File: config.mk
export PLATFORM = sky130hd
export DESIGN_NAME = sseg_scan
export DESIGN_NICKNAME = d
export VERILOG_FILES = /design/src/rtl/sseg_scan.sv
export SDC_FILE = /design/constraint.sdc
export NUM_CORES = 1
export LEC_CHECK = 0
export CORE_MARGIN = 2
export CORE_UTILIZATION = 56
export DETAILED_ROUTE_END_ITERATION = 10
export PLACE_DENSITY = 0.78
export SYNTH_ARGS = -nofsm -noshare
export SYNTH_HDL_FRONTEND = slang
export SYNTH_SLANG_ARGS = --single-unit
File: constraint.sdc
create_clock -name clk -period 2.5 [get_ports clk]
set_clock_uncertainty 0.05 [all_clocks]
set_input_delay 0.375 -clock clk [delete_from_list [all_inputs] [get_ports clk]]
set_output_delay 0.375 -clock clk [all_outputs]
set_load 0.02 [all_outputs]
File: src/rtl/sseg_scan.sv
// Multiplexed 7-segment scanner with blank-window anti-ghosting and a tear-free shadow/display register pair.
// Define SSEG_LZB_EN to enable leading-zero blanking.
module sseg_scan #(
   parameter int N_DIGITS     = 4,
   parameter int REFRESH_DIV  = 100000,
   parameter int BLANK_CYCLES = 4
) (
   input  logic                    clk,
   input  logic                    rst_n,
   input  logic [4*N_DIGITS-1:0]   digits_i,
   input  logic [N_DIGITS-1:0]     dp_i,
   input  logic [N_DIGITS-1:0]     en_i,
   input  logic                    load_i,
   output logic [N_DIGITS-1:0]     an,
   output logic [6:0]              seg,
   output logic                    dp,
   output logic                    frame_o
);

   localparam int PW = (REFRESH_DIV > 1) ? $clog2(REFRESH_DIV) : 1;
   localparam int IW = (N_DIGITS > 1) ? $clog2(N_DIGITS) : 1;
   localparam logic [PW-1:0] PRESC_LAST = PW'(REFRESH_DIV - 1);
   localparam logic [PW-1:0] BLANK_END  = PW'(BLANK_CYCLES);
   localparam logic [IW-1:0] IDX_LAST   = IW'(N_DIGITS - 1);

   function automatic logic [6:0] hex_to_seg(input logic [3:0] hex);
      logic [6:0] s;
      case (hex)
         4'h0:    s = 7'h40;
         4'h1:    s = 7'h79;
         4'h2:    s = 7'h24;
         4'h3:    s = 7'h30;
         4'h4:    s = 7'h19;
         4'h5:    s = 7'h12;
         4'h6:    s = 7'h02;
         4'h7:    s = 7'h78;
         4'h8:    s = 7'h00;
         4'h9:    s = 7'h10;
         4'hA:    s = 7'h08;
         4'hB:    s = 7'h03;
         4'hC:    s = 7'h46;
         4'hD:    s = 7'h21;
         4'hE:    s = 7'h06;
         4'hF:    s = 7'h0E;
         default: s = 7'h7F;
      endcase
      return s;
   endfunction

   logic [PW-1:0]           presc_q, presc_d;
   logic [IW-1:0]           idx_q, idx_d;
   logic [4*N_DIGITS-1:0]   sh_dig_q, sh_dig_d, disp_dig_q, disp_dig_d;
   logic [N_DIGITS-1:0]     sh_dp_q, sh_dp_d, disp_dp_q, disp_dp_d;
   logic [N_DIGITS-1:0]     sh_en_q, sh_en_d, disp_en_q, disp_en_d;
   logic [N_DIGITS-1:0]     an_q, an_d;
   logic [6:0]              seg_q, seg_d;
   logic                    dp_q, dp_d;
   logic                    frame_q, frame_d;

   logic                    slot_end_s, frame_end_s;
   logic [N_DIGITS-1:0]     lz_s;
   logic [3:0]              cur_dig_s;
   logic                    cur_dp_s, cur_en_s, lit_s;

   assign an      = an_q;
   assign seg     = seg_q;
   assign dp      = dp_q;
   assign frame_o = frame_q;

   // Prescaler and digit index advance
   always_comb begin
      slot_end_s  = (presc_q == PRESC_LAST);
      frame_end_s = slot_end_s && (idx_q == IDX_LAST);
      if (slot_end_s) begin
         presc_d = '0;
      end else begin
         presc_d = presc_q + PW'(1);
      end
      if (frame_end_s) begin
         idx_d = '0;
      end else if (slot_end_s) begin
         idx_d = idx_q + IW'(1);
      end else begin
         idx_d = idx_q;
      end
   end

   // Shadow capture; display takes the shadow's next value at the frame boundary,
   // so a load on the boundary cycle passes straight through
   always_comb begin
      if (load_i) begin
         sh_dig_d = digits_i;
         sh_dp_d  = dp_i;
         sh_en_d  = en_i;
      end else begin
         sh_dig_d = sh_dig_q;
         sh_dp_d  = sh_dp_q;
         sh_en_d  = sh_en_q;
      end
      if (frame_end_s) begin
         disp_dig_d = sh_dig_d;
         disp_dp_d  = sh_dp_d;
         disp_en_d  = sh_en_d;
      end else begin
         disp_dig_d = disp_dig_q;
         disp_dp_d  = disp_dp_q;
         disp_en_d  = disp_en_q;
      end
   end

`ifdef SSEG_LZB_EN
   logic lz_run_s;

   // A digit is a leading zero when it and every higher digit are 0 with no decimal point
   always_comb begin
      lz_run_s = 1'b1;
      lz_s     = '0;
      for (int k = N_DIGITS - 1; k >= 1; k--) begin
         lz_run_s = lz_run_s & (disp_dig_q[4*k +: 4] == 4'h0) & ~disp_dp_q[k];
         lz_s[k]  = lz_run_s;
      end
   end
`else
   assign lz_s = '0;
`endif

   // Pin values for the current slot, registered one clock later
   always_comb begin
      cur_dig_s = disp_dig_q[{idx_q, 2'b00} +: 4];
      cur_dp_s  = disp_dp_q[idx_q];
      cur_en_s  = disp_en_q[idx_q] & ~lz_s[idx_q];
      lit_s     = (presc_q >= BLANK_END) && cur_en_s;
      for (int k = 0; k < N_DIGITS; k++) begin
         an_d[k] = ~(lit_s && (idx_q == IW'(k)));
      end
      if (lit_s) begin
         seg_d = hex_to_seg(cur_dig_s);
         dp_d  = ~cur_dp_s;
      end else begin
         seg_d = 7'h7F;
         dp_d  = 1'b1;
      end
      frame_d = frame_end_s;
   end

   // Scan and data state
   always_ff @(posedge clk or negedge rst_n) begin
      if (!rst_n) begin
         presc_q    <= '0;
         idx_q      <= '0;
         sh_dig_q   <= '0;
         sh_dp_q    <= '0;
         sh_en_q    <= '0;
         disp_dig_q <= '0;
         disp_dp_q  <= '0;
         disp_en_q  <= '0;
      end else begin
         presc_q    <= presc_d;
         idx_q      <= idx_d;
         sh_dig_q   <= sh_dig_d;
         sh_dp_q    <= sh_dp_d;
         sh_en_q    <= sh_en_d;
         disp_dig_q <= disp_dig_d;
         disp_dp_q  <= disp_dp_d;
         disp_en_q  <= disp_en_d;
      end
   end

   // Output registers
   always_ff @(posedge clk or negedge rst_n) begin
      if (!rst_n) begin
         an_q    <= '1;
         seg_q   <= 7'h7F;
         dp_q    <= 1'b1;
         frame_q <= 1'b0;
      end else begin
         an_q    <= an_d;
         seg_q   <= seg_d;
         dp_q    <= dp_d;
         frame_q <= frame_d;
      end
   end

endmodule

==> metrics.yaml, run 1 <==
drt:
  drtAntennaViolNets: 0
  first_iter_violations: 131
  drc_errors: 0
  viasPerCell: 5.504
  vias: 2163
  dr.pass1.iters: 4
  drt-total-wl_um: 5864
  wl_per_cell_um: 14.92
place:
  postPlaceCellArea_mm2: 0.004051
  post-place-ws_ps: 379.3
  gp_congestion: 0.8163
  dpl.hpwl_um: 4143
  numPortBuffers: 39
sta:
  slew_violations: 0
  fin_crit_sh: 0.8483
  tns_ps: 0
  slew_headroom: 0.6671
  hold_slack_ps: 450.6
  setup_violations: 0
  min_period_ps: 2121
  tightestPinTransition_ps: 499.4
  clock.fmax_mhz: 471.6
  finalHoldViolCount: 0
  rsz0062_at_grt: "false"
  finalWorstSetupSlack_ps: 379.4
pwr:
  p_leak_nw: 1.876
  ir_worst_vdd_v: 0.0004274
  powerDensity_mw_per_mm2: 549.9
cells_and_area:
  n_antenna_cell: 0
  final_cell_mix: "68 x dfrtp_1, 51 x mux2_2, 38 x clkdlybuf4s50_1"
  num-nets-final: 350
  final_area_mm2: 0.004244
  utilization: 0.6761
  syn2layout_area_growth_pct: 18.52
  layout_commonest_cell: "dfrtp_1"
  drive_above_1_share: 0.3006
floorplanning:
  die_area_mm2: 0.007050
  die_h_um: 83.97
  pin_count: 40
  die_w_um: 83.97
  core_area_mm2: 0.006277
  initial_core_util: 0.5705
  num_rows: 29
grt:
  grt_max_degree: 43
  met2_usage: 0.2749
  globalRouteTotalUtil: 0.1859
  antenna_found_initial: 0
  gr-usage-met3: 0.04847
  grt_pass1_wl_um: 10260
  grt_pass1_vias: 2124
  gr-usage-met1: 0.2687
  top_usage_layer: "met2"
  grt_overflow_total: 0
synth:
  syn-instance-count: 267
  ys_warn_count: 0
  ys_ff_latch: 80
  syn_area_per_cell_um2: 13.41
  ys_seq_area_frac: 0.5632
  syn_area_mm2: 0.003581
  synth_nets: 306
  synth.distinct_cells: 34
setup_path:
  critical_path_class: "reg -> reg"
  crit_buf_inv: 0
  slowest_delay_ps: 630
  crit_chain: "mux4_2 -> ha_1 -> or2_2 -> a21oi_1 -> o21ai_0"
  r2r-end: "seg[3]"
  cpMaxStageDelayCell: "mux4_2"
  crit_arrival_ps: 2320
  critPathTopFamily: "multiplexers"
  ff2ff_path_depth: 5
  cp-start-kind: "flip-flop"
  cp.required_ps: 2700
  reg2reg_from: "idx_q[0]"
  reg2reg_slack_ps: 380
  critPathCaptureType: "flip-flop"
  cp_max_fo: 8
clock_network:
  postCtsSetupRepairBufs: 0
  cts_buffers: 9
  ctsHoldBuffers: 1
  cts.sinks: 80
  cts-resized-gates: 0
  tritoncts: "done"
  root_buffer: "clkbuf_8"
  clockBufferDepth: 2
  h-tree-depth: 3
  clk_pin_slew_worst_paths_ps: 90
  worstSkewPairLatency_ps: 340
hold_path:
  hold_path_end: "presc_q[0]"
  min_path_cells: 1
  hp-class: "reg -> reg"
  hp-start: "presc_q[0]"
job:
  max_cap_viol_count: 0
outcome:
  outcome: "finished, final reports clean"
-- power by group --
part	internal, mW	switching (mW)	total (mW)
clock network	0.391	0.469	0.860
registers	1.33	0.00866	1.34
logic	0.0754	0.0575	0.133
total	1.80	0.535	2.33
-- layer usage --
layer	vias up	wire length (um)
met3	6	216
met4	0	74
met5	-	0
met1	1082	2852
met2	47	2721
li1	1028	-
-- worst max-delay path by stage --
| stage | startpoint | to | slack (ps) | depth (start not counted) |
|---|---|---|---|---|
| floorplan | idx_q[0] | seg[3] | 470 | 6 |
| global placement | idx_q[0] | seg[3] | 450 | 5 |
| detailed placement | idx_q[0] | seg[3] | 380 | 5 |
| CTS | idx_q[0] | seg[3] | 350 | 5 |
| global route | idx_q[0] | seg[3] | 240 | 5 |
| finish | idx_q[0] | seg[3] | 380 | 5 |
-- cells by family after synthesis --
| logic type | count (synthesis) | synth area share |
|---|---|---|
| XOR/XNOR | 17 | 0.04158 |
| AO/OA/AOI/OAI | 17 | 0.03110 |
| AND/OR/NAND/NOR | 64 | 0.09260 |
| flip-flops | 80 | 0.5632 |
| buffers and inverters | 19 | 0.02516 |
| adder cells (fa/ha/maj) | 12 | 0.04193 |
| multiplexers | 58 | 0.2044 |
-- Yosys cell counts --
library cell,number,area [um2]
o31ai_1,2,15.01
nor2_1,12,45.04
nand3b_1,1,7.510
xor2_1,11,96.34
o211ai_1,4,30.03
nor3b_1,2,15.01
nand3_1,8,40.04
o21ai_0,4,20.02
and4_1,2,17.52
nor4_1,3,18.77
o21a_1,3,22.52
and3_1,2,12.51
or2_2,2,12.51
nor2b_1,1,6.260
nor3_1,3,15.01
xnor2_1,6,52.55
dfrtp_1,68,1702
buf_6,2,22.52
inv_1,7,26.28
mux2_2,51,574.3
nand2_1,20,75.07
nand2b_1,1,6.260
or3_1,1,6.260
clkbuf_1,7,26.28
a21oi_1,3,15.01
mux4_2,7,157.7
ha_1,12,150.1
buf_2,3,15.01
dfstp_2,12,315.3
nand4_1,3,18.77
nor4_4,1,21.27
or4_1,1,7.510
o221ai_1,1,8.760
and2_1,1,6.260
-- layout make-up --
type / instances / area [um2]
Clock buffer: 10 / 137.6
Clock inverter: 6 / 45.04
Fill cell: 459 / 2033
Inverter: 7 / 26.28
Multi-Input combinational cell: 168 / 1474
Sequential cell: 80 / 2017
Tap cell: 77 / 96.34
Timing Repair Buffer: 45 / 447.9
-- registers in the layout (all words and copies together) (netlist names) --
register	count
frame_o	1
seg	7
sh_dig_q	16
idx_q	2
disp_en_q	4
dp	1
disp_dp_q	4
disp_dig_q	16
sh_en_q	4
sh_dp_q	4
an	4
presc_q	17
-- through the flow --
step / std cells / total power, mW
after floorplan: 267 / 1.416
after global placement: 376 / 1.497
after detailed placement: 376 / 1.501
after CTS: 393 / 2.364
after global routing: 393 / 2.435
final: 393 / 2.334
Power figures use the tool's default switching activity.
==> inputs of run 2 (changes only) <==
clock period = 2 ns   (was 2.5 ns; I/O delays follow)
==> run 2 against run 1 <==
The flow now finishes with violations (setup timing). Final cell count rose by 7.1%. Sequential power up 25%. Sequential share of layout area is 3.7 points lower. Fmax grew 5.2%. Largest cell class unchanged. Largest power group unchanged. Register-to-register slack worse by 400 ps. Design area grew 8.8%. Combinational power is 30% higher. Hold slack lost 160 ps. Critical endpoint is now disp_dig_q[15]. Count of clock-buffer cells in the layout rose by 1. Non-clock buffer count up 28. Via count up 7.4%. Worst setup slack worse by 400 ps.
==> metrics.yaml, run 2 (synthesis gave the netlist of run 1 again) <==
cells_and_area:
  final_cell_mix: "65 x dfrtp_1, 40 x mux2_2, 38 x clkdlybuf4s50_1"
  largest_reg_flops: 17
  finalNonFillerCells: 421
  n_antenna_cell: 0
  layout_commonest_cell: "dfrtp_1"
  top_register: "presc_q"
  num-nets-final: 378
  syn2layout_area_growth_pct: 28.90
  final_area_mm2: 0.004616
  top_regs: "presc_q (17), disp_dig_q (16), sh_dig_q (16)"
  drive_above_1_share: 0.3808
setup_path:
  cp_max_fo: 6
  crit_arrival_ps: 2200
  cpMaxStageDelayCell: "dfrtp_1"
  critPathCaptureType: "flip-flop"
  cp.required_ps: 2190
  critical_path_class: "reg -> reg"
  crit_start: "presc_q[1]"
  slowest_delay_ps: 460
  cp-start-kind: "flip-flop"
  crit_chain: "ha_4 -> nand4_1 -> nor4_4 -> buf_4 -> clkbuf_16 -> mux2_2"
  reg2reg_from: "presc_q[1]"
place:
  numPortBuffers: 39
  place_inst: 390
  dpl.hpwl_um: 4494
  gp_congestion: 0.8116
  postPlaceCellArea_mm2: 0.004182
drt:
  dr.pass1.iters: 4
  drt-total-wl_um: 7075
  viasPerCell: 5.520
  drtAntennaViolNets: 0
  first_iter_violations: 118
  wl_per_cell_um: 16.81
  drc_errors: 0
  vias: 2324
sta:
  finalWorstSetupSlack_ps: -16.12
  tightestPinTransition_ps: 483.7
  hold_slack_ps: 294.6
  rsz0062_at_grt: "true"
  min_period_ps: 2016
  tns_ps: -26.98
  slew_violations: 0
  fin_crit_sh: 1.008
  clock.fmax_mhz: 496.0
  slew_headroom: 0.6750
  setup_violations: 5
  finalHoldViolCount: 0
floorplanning:
  pin_count: 40
  initial_core_util: 0.5705
  num_rows: 29
  die_area_mm2: 0.007050
  die_h_um: 83.97
  die_w_um: 83.97
  core_area_mm2: 0.006277
clock_network:
  tritoncts: "done"
  cts_buffers: 9
  clk_pin_slew_worst_paths_ps: 80
  h-tree-depth: 3
  worstSkewPairLatency_ps: 350
  root_buffer: "clkbuf_8"
  cts.sinks: 80
  clockBufferDepth: 2
outcome:
  violations: "setup timing"
  outcome: "finished with violations"
pwr:
  powerDensity_mw_per_mm2: 657.7
  design_power_total_mw: 3.036
  p_leak_nw: 2.055
  ir_worst_vdd_v: 0.0005838
grt:
  grt_max_degree: 40
  grt_overflow_total: 0
  globalRouteTotalUtil: 0.1965
  grt_pass1_vias: 2269
  antenna_found_initial: 0
  grt_pass1_wl_um: 10810
job:
  max_cap_viol_count: 0
hold_path:
  hp-class: "in -> async"
==> run 2: layout make-up <==
type | count | area, um2
sequential | 80 | 2021
clock inverter | 5 | 57.56
tap | 77 | 96.34
timing repair buffer | 73 | 721.9
inverter | 7 | 26.28
fill | 418 | 1662
multi-input combinational | 168 | 1551
clock buffer | 11 | 141.4
==> run 2: worst paths after layout <==
kind                                  endpoint  slack (ps)  depth (start not counted)
worst max-delay path            disp_dig_q[15]         -20                          6
worst min-delay path               sh_dig_q[7]         290                          2
worst max register to register  disp_dig_q[15]         -20                          6
worst min register to register     sh_dig_q[9]         450                          1
max in group asynchronous             idx_q[0]         970                          3
min in group clk                   sh_dig_q[9]         450                          1
==> run 2: timing repair <==
item                                   CTS  global route
endpoints found under the hold margin   13             0
gates cloned                             0             3
pin swaps                                0             4
resized for setup                        1            22
hold buffers                             1             0
buffers inserted                         0            11
setup endpoints to repair                1            26
==> run 2: report_power, final <==
group	internal, mW	switching (mW)	leakage [nW]	total [mW]
sequential	1.67	0.0124	1.00	1.68
combinational	0.0989	0.0743	0.949	0.173
clock	0.611	0.574	0.103	1.19
total	2.38	0.660	2.05	3.04
==> run 2: critical path: cells and delay by family (launching register included) <==
family,cells,cell delay [ps]
adders and majority gates,1,180
DFF,1,460
and+or+nand+nor,2,510
muxes,1,330
buffers and inverters,2,370
==> run 2: layer usage <==
metal	wire [um]	track usage	vias up	part of all wire
met5	0	0	-	0
met4	118	0.07918	0	0.017
met3	234	0.04550	13	0.033
met2	3588	0.3011	52	0.51
met1	3134	0.2741	1185	0.44
li1	-	-	1074	-
==> run 2: metrics by stage <==
step,util,setup slack (ps)
after global routing,0.7353,-90.61
after CTS,0.6996,7.949
final,0.7353,-16.12
after floorplan,-,32.17
after global placement,0.6661,75.74
after detailed placement,0.6661,6.087
